==> src/rtl/inst_queue.sv <==
`default_nettype none
// ============================================================================
//  Module      : inst_queue
//  Description : Instruction prefetch queue between fetch and decode.
//                Circular buffer of {pc, inst} pairs with valid/ready
//                handshakes on both sides and a single-cycle flush that
//                discards every buffered entry on a redirect.
//  Revision    : 1.0  initial release
// ============================================================================
module inst_queue #(
   parameter int DEPTH = 4,   // power of 2, >= 2
   parameter int PTR_W = 2,   // log2(DEPTH)
   parameter int WIDTH = 32
) (
   input  logic             clk,
   input  logic             rst,
   input  logic             flush,
   input  logic             in_valid,
   output logic             in_ready,
   input  logic [WIDTH-1:0] in_pc,
   input  logic [WIDTH-1:0] in_inst,
   output logic             out_valid,
   input  logic             out_ready,
   output logic [WIDTH-1:0] out_pc,
   output logic [WIDTH-1:0] out_inst,
   output logic [PTR_W:0]   count
);

   // Occupancy value meaning "every slot holds an entry".
   localparam logic [PTR_W:0] C_FULL_COUNT = (PTR_W+1)'(DEPTH);

   // Storage: contents are never reset; only the pointers/count define validity.
   logic [WIDTH-1:0] r_mem_pc   [0:DEPTH-1];
   logic [WIDTH-1:0] r_mem_inst [0:DEPTH-1];

   logic [PTR_W-1:0] r_wr_ptr;
   logic [PTR_W-1:0] r_rd_ptr;
   logic [PTR_W:0]   r_count;

   logic             w_full;
   logic             w_empty;
   logic             w_push;
   logic             w_pop;
   logic [PTR_W:0]   w_count_nxt;

   // Status flags come only from registered occupancy, so in_ready never
   // depends on out_ready (a full queue refuses a push even while popping).
   always_comb begin
      w_full  = (r_count == C_FULL_COUNT);
      w_empty = (r_count == '0);
   end

   // Handshake qualification; flush suppresses both sides in its cycle.
   always_comb begin
      w_push = in_valid  & ~w_full  & ~flush;
      w_pop  = ~w_empty  & out_ready & ~flush;
   end

   // Occupancy update: simultaneous push and pop leave the count unchanged.
   always_comb begin
      w_count_nxt = r_count;
      unique case ({w_push, w_pop})
         2'b10:   w_count_nxt = r_count + 1'b1;
         2'b01:   w_count_nxt = r_count - 1'b1;
         default: w_count_nxt = r_count;
      endcase
   end

   // Pointer and occupancy registers; flush returns the queue to its reset
   // state so the next accepted entry lands in slot 0.
   always_ff @(posedge clk or posedge rst) begin
      if (rst) begin
         r_wr_ptr <= '0;
         r_rd_ptr <= '0;
         r_count  <= '0;
      end else if (flush) begin
         r_wr_ptr <= '0;
         r_rd_ptr <= '0;
         r_count  <= '0;
      end else begin
         if (w_push) begin
            r_wr_ptr <= r_wr_ptr + 1'b1;
         end
         if (w_pop) begin
            r_rd_ptr <= r_rd_ptr + 1'b1;
         end
         r_count <= w_count_nxt;
      end
   end

   // One write-enabled register pair per slot; a refused push writes nothing.
   generate
      for (genvar gi = 0; gi < DEPTH; gi++) begin : g_slot
         logic w_slot_we;

         // Slot write enable: accepted push aimed at this slot.
         always_comb begin
            w_slot_we = w_push & (r_wr_ptr == PTR_W'(gi));
         end

         // Capture the offered pair into this slot.
         always_ff @(posedge clk) begin
            if (w_slot_we) begin
               r_mem_pc[gi]   <= in_pc;
               r_mem_inst[gi] <= in_inst;
            end
         end
      end
   endgenerate

   // Head presentation; outputs are forced to zero while empty so that
   // stale storage never leaks onto the decode interface.
   always_comb begin
      in_ready  = ~w_full;
      out_valid = ~w_empty;
      count     = r_count;
      out_pc    = '0;
      out_inst  = '0;
      if (!w_empty) begin
         out_pc   = r_mem_pc[r_rd_ptr];
         out_inst = r_mem_inst[r_rd_ptr];
      end
   end

endmodule
`default_nettype wire
==> config.mk <==
export PLATFORM = sky130hd
export DESIGN_NAME = inst_queue
export DESIGN_NICKNAME = d
export VERILOG_FILES = /design/src/rtl/inst_queue.sv
export SDC_FILE = /design/constraint.sdc
export NUM_CORES = 1
export LEC_CHECK = 0
export BUFFER_PORTS_ARGS = -buffer_cell sky130_fd_sc_hd__buf_2
export CAP_MARGIN = 25
export CORE_MARGIN = 3
export CORE_UTILIZATION = 52
export CTS_CLUSTER_DIAMETER = 40
export CTS_CLUSTER_SIZE = 14
export DETAILED_ROUTE_END_ITERATION = 8
export PLACE_DENSITY = 0.73
export REMOVE_ABC_BUFFERS = 1
export SLEW_MARGIN = 30
export SYNTH_ARGS = -nofsm -noshare
export SYNTH_HDL_FRONTEND = slang
export SYNTH_SLANG_ARGS = --single-unit
==> constraint.sdc <==
create_clock -name clk -period 7 [get_ports clk]
set_clock_uncertainty 0.2 [all_clocks]
set_input_delay 1.4 -clock clk [delete_from_list [all_inputs] [get_ports clk]]
set_output_delay 1.4 -clock clk [all_outputs]
set_load 0.005 [all_outputs]
==> results of run 1 <==
## flip-flops by register name, summed over array words and instances (netlist names)
signal / flops
r_mem_pc: 128
r_mem_inst: 128
count: 3
r_rd_ptr: 2
r_wr_ptr: 2
## final cells by class
type / count / area share (%)
inverters: 8 / 0.245
clock buffers: 34 / 6.43
flip-flops and latches: 263 / 64.3
clock inverters: 21 / 1.84
repair buffers: 144 / 6.76
well taps: 260 / 2.66
multi-input cells: 173 / 17.8
## critical path: cells and delay by family, from the launching register on
kind | cells | cell delay (ns)
and+or+nand+nor | 1 | 0.18
buffers and inverters | 2 | 0.64
muxes | 1 | 0.57
DFF | 1 | 0.72
## metal layers
layer  up-vias  share of wire [%]
met5         -               0.25
met4         8                1.3
met3        27                6.8
met2       159                 50
met1      2574                 42
li1       2212                  -
## cell usage after synthesis (2+ instances only)
cell type  instances  share of area [%]
inv_1              8               0.29
and2_1            69                4.2
dfrtp_1            7                1.7
nor3_1             2              0.098
nand2b_1           2               0.12
edfxtp_1         256                 75
o2111ai_1          2               0.17
nand3_1            4               0.20
buf_6              5               0.55
o21ai_0            2              0.098
a21oi_1            4               0.20
buf_2             14               0.69
ha_1               4               0.49
nor3b_1            2               0.15
clkbuf_1           7               0.26
o22ai_1            2               0.12
mux4_2            64                 14
xor2_1             2               0.17
nor2_1             3               0.11
## path summary, 6_finish.rpt
path	start	end	slack, ns
worst max-delay path	r_rd_ptr[0]	out_pc[23]	2.75
worst min-delay path	r_wr_ptr[0]	r_wr_ptr[0]	0.41
worst max register to register	count[2]	r_mem_pc[2][17]	4.50
worst min register to register	r_wr_ptr[0]	r_wr_ptr[0]	0.41
max in group asynchronous	rst	r_rd_ptr[1]	5.71
min in group asynchronous	rst	r_rd_ptr[0]	0.62
## metrics by stage
stage | hold slack (ns) | utilization [%] | total power [mW]
detailed placement | 0.411 | 58.9 | 2.19
floorplan | 0.351 | - | 2.04
finish | 0.413 | 64.4 | 3.71
global placement | 0.368 | 58.3 | 2.18
CTS | 0.419 | 64.2 | 3.75
global route | 0.439 | 64.4 | 3.86
## where the power goes
group	internal (mW)	leakage (nW)	switching, mW
sequential	1.78	2.42	0.0296
clock	0.933	0.499	0.618
combinational	0.183	1.33	0.169
total	2.89	4.24	0.816
## cell families (layout without fill, tap and decap cells)
logic type      Yosys count  count (layout)  share of synthesized area, %
xor+xnor                  3               3                         0.257
flops                   263             263                          77.0
buf+inv                  35             207                          1.82
compound gates           15              15                         0.992
simple gates             85              85                          5.06
fa+ha+maj                 5               5                         0.686
mux                      65              65                          14.2
==> metrics.md, run 1 <==
| Metric | Value |
|---|---|
| Top FF cell, synth | edfxtp_1 |
| Total Wirelength | 19100 microns |
| Via/cell ratio | 5.51 |
| Clock Sinks | 263 |
| Critical Path Max Stage Delay | 0.72 ns |
| HP Class | register to register |
| First-pass GRT wire length | 30300 microns |
| Initial antenna violation count | 4 |
| CP Capture Type | primary output |
| CP Class | register to primary output |
| Antenna viol nets, final | 0 |
| Area grow syn2layout | 19.9% |
| Cts bufs inserted | 30 |
| Die Span Y | 146 microns |
| Slowest CP cell | dfrtp_4 |
| Asr flop ratio synth | 2.66% |
| Core Region | 19000 sq um |
| Cells after synthesis | 471 |
| Die Area | 21400 sq um |
| PD cells | 303 nW/um^2 |
| Peak supply drop | 0.000210 V |
| Via count | 4980 |
| Hold Vio Cnt, Final | 0 |
| Worst-path clk slew | 0.06 ns |
| Worst EP required | 5.40 ns |
| Worst skew pair latency | 0.53 ns |
| RSZ-0062 raised after global routing | false |
| Flops & latches, synth | 263 |
| Die Wd | 146 microns |
| Nets | 694 |
| Port buffer count | 137 |
| Fin Setup TNS | 0 ns |
| Hold Buf Count CTS | 0 |
| Finish-stage setup viols | 0 |
| Fin worst setup slack | 2.75 ns |
| Vias in the first global route | 5416 |
| Fraction of the cycle the final worst path needs | 60.8% |
| Routability cong. | 0.717 |
| Gr usage total | 18.0% |
| FILL cells | 1338 |
| Inserted Diodes | 0 |
| Most common cell after layout, fill and taps aside | edfxtp_1 |
| Worst reg2reg path depth | 4 |
| Post-DP HPWL | 11100 microns |
| DR pass1 iterations | 4 |
| CP startpoint kind | register |
| CTS tree | yes |
| Min cycle time layout | 4.25 ns |
| Residual DRC | 0 |
| Met2 GRT Util | 29.8% |
| Met1 usage | 24.8% |
| Dpl cells | 846 |
| Yosys cell types | 31 |
| Routed len/inst | 21.2 microns |
| Dpl ws | 2.87 ns |
| GR peak layer | met2 |
| Ratio of cells with drive above 1 in the final layout | 41.7% |
| Largest net degree at the start of global routing | 66 |
| GRT Residual Overflow | 0 |
| Met3 Usage GRT | 4.31% |
| Register area share after synthesis | 77.0% |
| Multi-input logic area | 2180 sq um |
| PostCTS Resize Cnt | 0 |
| Post-CTS Setup Repair Bufs | 0 |
| DP Area | 11200 sq um |
| Clk root buf | clkbuf_16 |
| Io pins | 138 |
| Critical Path AT | 2.65 ns |
| Starting density of the core | 53.7% |
| Synth warnings | 0 |
| Max Clock Freq | 235 MHz |
| Syn Std Cell Area | 10200 sq um |
| Final Non-Filler Cells | 903 |
| Pleak | 4.24 nW |
| Core Rows | 50 |
| Final instance area | 12200 sq um |
| Most frequent cells in the layout | edfxtp_1, buf_2, and2_1 |
| H-tree level count | 1 |
| Max clock buf depth | 3 |
| EDFF count, synth | 256 |
| Total of max-cap violations | 0 |
| Pins Over Slew Limit | 0 |
| Max-slew headroom | 54.9% |
| Reg area | 7870 sq um |
| Syn_area_per_cell | 21.7 sq um |
| Worst slew pin tran | 0.676 ns |
| Critical path cell sequence | buf_4 -> mux4_2 -> and2_1 -> buf_2 |
| WHS Path Cells | 2 |
| Initial DRC count | 226 |
| Max Fanout on Critical Path | 25 |
| Status | finished clean |
Note: power is estimated with default switching activity, not from simulation.
==> run 2: changes to the inputs <==
Settings changed: ABC_AREA set to 1.
Clock period 7 ns to 4.1 ns, I/O delays scaled along.
==> run 2 against run 1 <==
Clock-buffer cell count decreased by 1. Clock power increased by 59%. Non-clock buffer count increased by 10. Wire length increased by 12%. Via count increased by 32%. Final area decreased by 0.12%. Sequential share of layout area increased by 0.058 points. Global-route usage increased by 1.3 points. First-iteration DRC count increased by 89%. Sequential cell count unchanged. Largest cell class unchanged.
==> metrics.md, run 2 <==
| Metric | Value |
|---|---|
| RR Startpoint | count[0] |
| Nets | 1030 |
| CP Class | register to primary output |
| DR pass1 iterations | 6 |
| Leading area contributor after synthesis | edfxtp_1 |
| Final Non-Filler Cells | 1240 |
| Flop2flop setup slack | 1.75 ns |
| Die Wd | 147 microns |
| Most instantiated library cell after synthesis | nor2_1 |
| CP delay by family, top | buffers and inverters |
| Slowest CP cell | dfrtp_4 |
| CP startpoint kind | register |
| CP Buf/Inv Count | 3 |
| Routability cong. | 0.816 |
| CTS tree | yes |
| Post-DP HPWL | 12100 microns |
| Syn_area_per_cell | 12.6 sq um |
| PostCTS Resize Cnt | 0 |
| Die Span Y | 147 microns |
| Fraction of the cycle the final worst path needs | 81.6% |
| Register area share after synthesis | 76.0% |
| Port buffer count | 137 |
| Most frequent cells after synthesis | nor2_1, edfxtp_1, o21ai_0 |
| Max-slew headroom | 45.6% |
| Peak supply drop | 0.000428 V |
| Status | finished clean |
| Initial DRC count | 428 |
| HP Class | input port to asynchronous set/reset pin |
| Asr flop ratio synth | 2.66% |
| RSZ-0062 raised after global routing | false |
| Vias in the first global route | 6310 |
| Critical path cell sequence | clkinv_2 -> buf_4 -> o21ai_0 -> a21oi_1 -> buf_2 |
| Critical Path AT | 2.32 ns |
| WP depth | 5 |
| Dpl cells | 1185 |
| Worst EP required | 3.08 ns |
| Worst slew pin tran | 0.816 ns |
| Top FF cell, synth | edfxtp_1 |
| Io pins | 138 |
| Gr usage total | 19.3% |
| Max clock buf depth | 3 |
| Area grow syn2layout | 18.3% |
| GRT Residual Overflow | 0 |
| Ratio of cells with drive above 1 in the final layout | 21.7% |
| Cts bufs inserted | 29 |
| Clk root buf | clkbuf_16 |
| Worst skew pair latency | 0.53 ns |
| Critical Path Max Stage Delay | 0.43 ns |
| Pleak | 4.47 nW |
| Flops & latches, synth | 263 |
| First-pass GRT wire length | 33300 microns |
| Most common cell after layout, fill and taps aside | nor2_1 |
| Top post-synthesis cells by area | edfxtp_1, nor2_1, o21ai_0 |
| Finish-stage setup viols | 0 |
| Via count | 6556 |
| Pins Over Slew Limit | 0 |
| H-tree level count | 1 |
| Largest net degree at the start of global routing | 130 |
| Core Region | 19100 sq um |
| Clock Sinks | 263 |
| R2r endpoint | r_mem_pc[1][12] |
| Min cycle time layout | 3.34 ns |
| Total Wirelength | 21400 microns |
| Syn Std Cell Area | 10300 sq um |
| Starting density of the core | 54.0% |
| Die Area | 21600 sq um |
| Routed len/inst | 17.2 microns |
| Total of max-cap violations | 0 |
| Core Rows | 50 |
| Pwr Total | 7.56 mW |
| Post-CTS Setup Repair Bufs | 0 |
| CP Capture Type | primary output |
| Max Fanout on Critical Path | 41 |
| Fin worst setup slack | 0.755 ns |
| EDFF count, synth | 256 |
| Residual DRC | 0 |
| Worst reg2reg path depth | 7 |
| Max Clock Freq | 299 MHz |
| Initial antenna violation count | 3 |
| Hold Buf Count CTS | 0 |
| Cells after synthesis | 819 |
| Dpl ws | 1.30 ns |
| Worst-path clk slew | 0.06 ns |
| Antenna viol nets, final | 0 |
| Via/cell ratio | 5.29 |
| Yosys top cell area share | 74.3% |
| PD cells | 618 nW/um^2 |
| Yosys cell types | 19 |
| Most frequent cells in the layout | nor2_1, edfxtp_1, buf_2 |
| Hold Vio Cnt, Final | 0 |
| Synth warnings | 0 |
-- run 2: cell count changes in the layout (fill, tap and decap cells not counted), sizes merged, moves of 4 or more --
| cell | delta |
|---|---|
| clkinvlp | +4 |
| and2 | -69 |
| o21ai | +130 |
| nor2 | +260 |
| mux4 | -64 |
| buf | +10 |
| nand2 | +21 |
| a21oi | +63 |
| inv | +4 |
-- run 2: kinds of logic after synthesis --
| logic type | count (synthesis) | share of synthesized area [%] |
|---|---|---|
| simple gates | 287 | 10.4 |
| flops | 263 | 76.0 |
| compound gates | 200 | 9.70 |
| buf+inv | 63 | 3.06 |
| fa+ha+maj | 5 | 0.678 |
| xor+xnor | 1 | 0.0847 |
-- run 2: worst max-delay path by stage --
| stage | start | endpoint | slack [ns] |
|---|---|---|---|
| after floorplan | r_rd_ptr[0] | out_inst[0] | -0.85 |
| after global placement | r_rd_ptr[0] | out_pc[0] | 1.36 |
| after detailed placement | r_rd_ptr[0] | out_pc[13] | 1.30 |
| after CTS | r_rd_ptr[0] | out_pc[13] | 0.71 |
| after global routing | r_rd_ptr[0] | out_pc[13] | 0.59 |
| final | r_rd_ptr[0] | out_pc[13] | 0.76 |
-- run 2: power breakdown --
part / total [mW] / internal [mW] / switching, mW / leakage, nW
Clock: 2.46 / 1.45 / 1.02 / 0.447
Combinational: 1.93 / 0.683 / 1.25 / 1.61
Sequential: 3.17 / 3.12 / 0.0502 / 2.41
Total: 7.56 / 5.25 / 2.31 / 4.47
-- run 2: final cells by class --
type / count / area, sq um
diodes: 1 / 2.50
clock buffers: 33 / 741
clock inverters: 21 / 196
fillers: 1403 / 6910
inverters: 15 / 57.6
multi-input cells: 493 / 2190
flip-flops and latches: 263 / 7870
well taps: 260 / 325
repair buffers: 154 / 851
-- run 2: through the flow --
stage / instance area, sq um / utilization [%] / setup TNS (ns) / hold slack [ns]
finish: 12200 / 63.9 / 0 / 0.0138
global route: 12200 / 63.9 / 0 / 0.0357
CTS: 12200 / 63.9 / 0 / 0.00722
detailed placement: 11300 / 59.0 / 0 / 0.361
global placement: 11300 / 59.0 / 0 / 0.340
floorplan: 10100 / - / -155.32 / 0.339
-- run 2: per-layer routing --
metal	track usage, %	part of all wire [%]	routed length (microns)
met1	26.4	41	8840
met2	32.0	48	10400
met3	3.89	7.8	1670
met4	5.78	2.2	478
met5	0	0.098	21
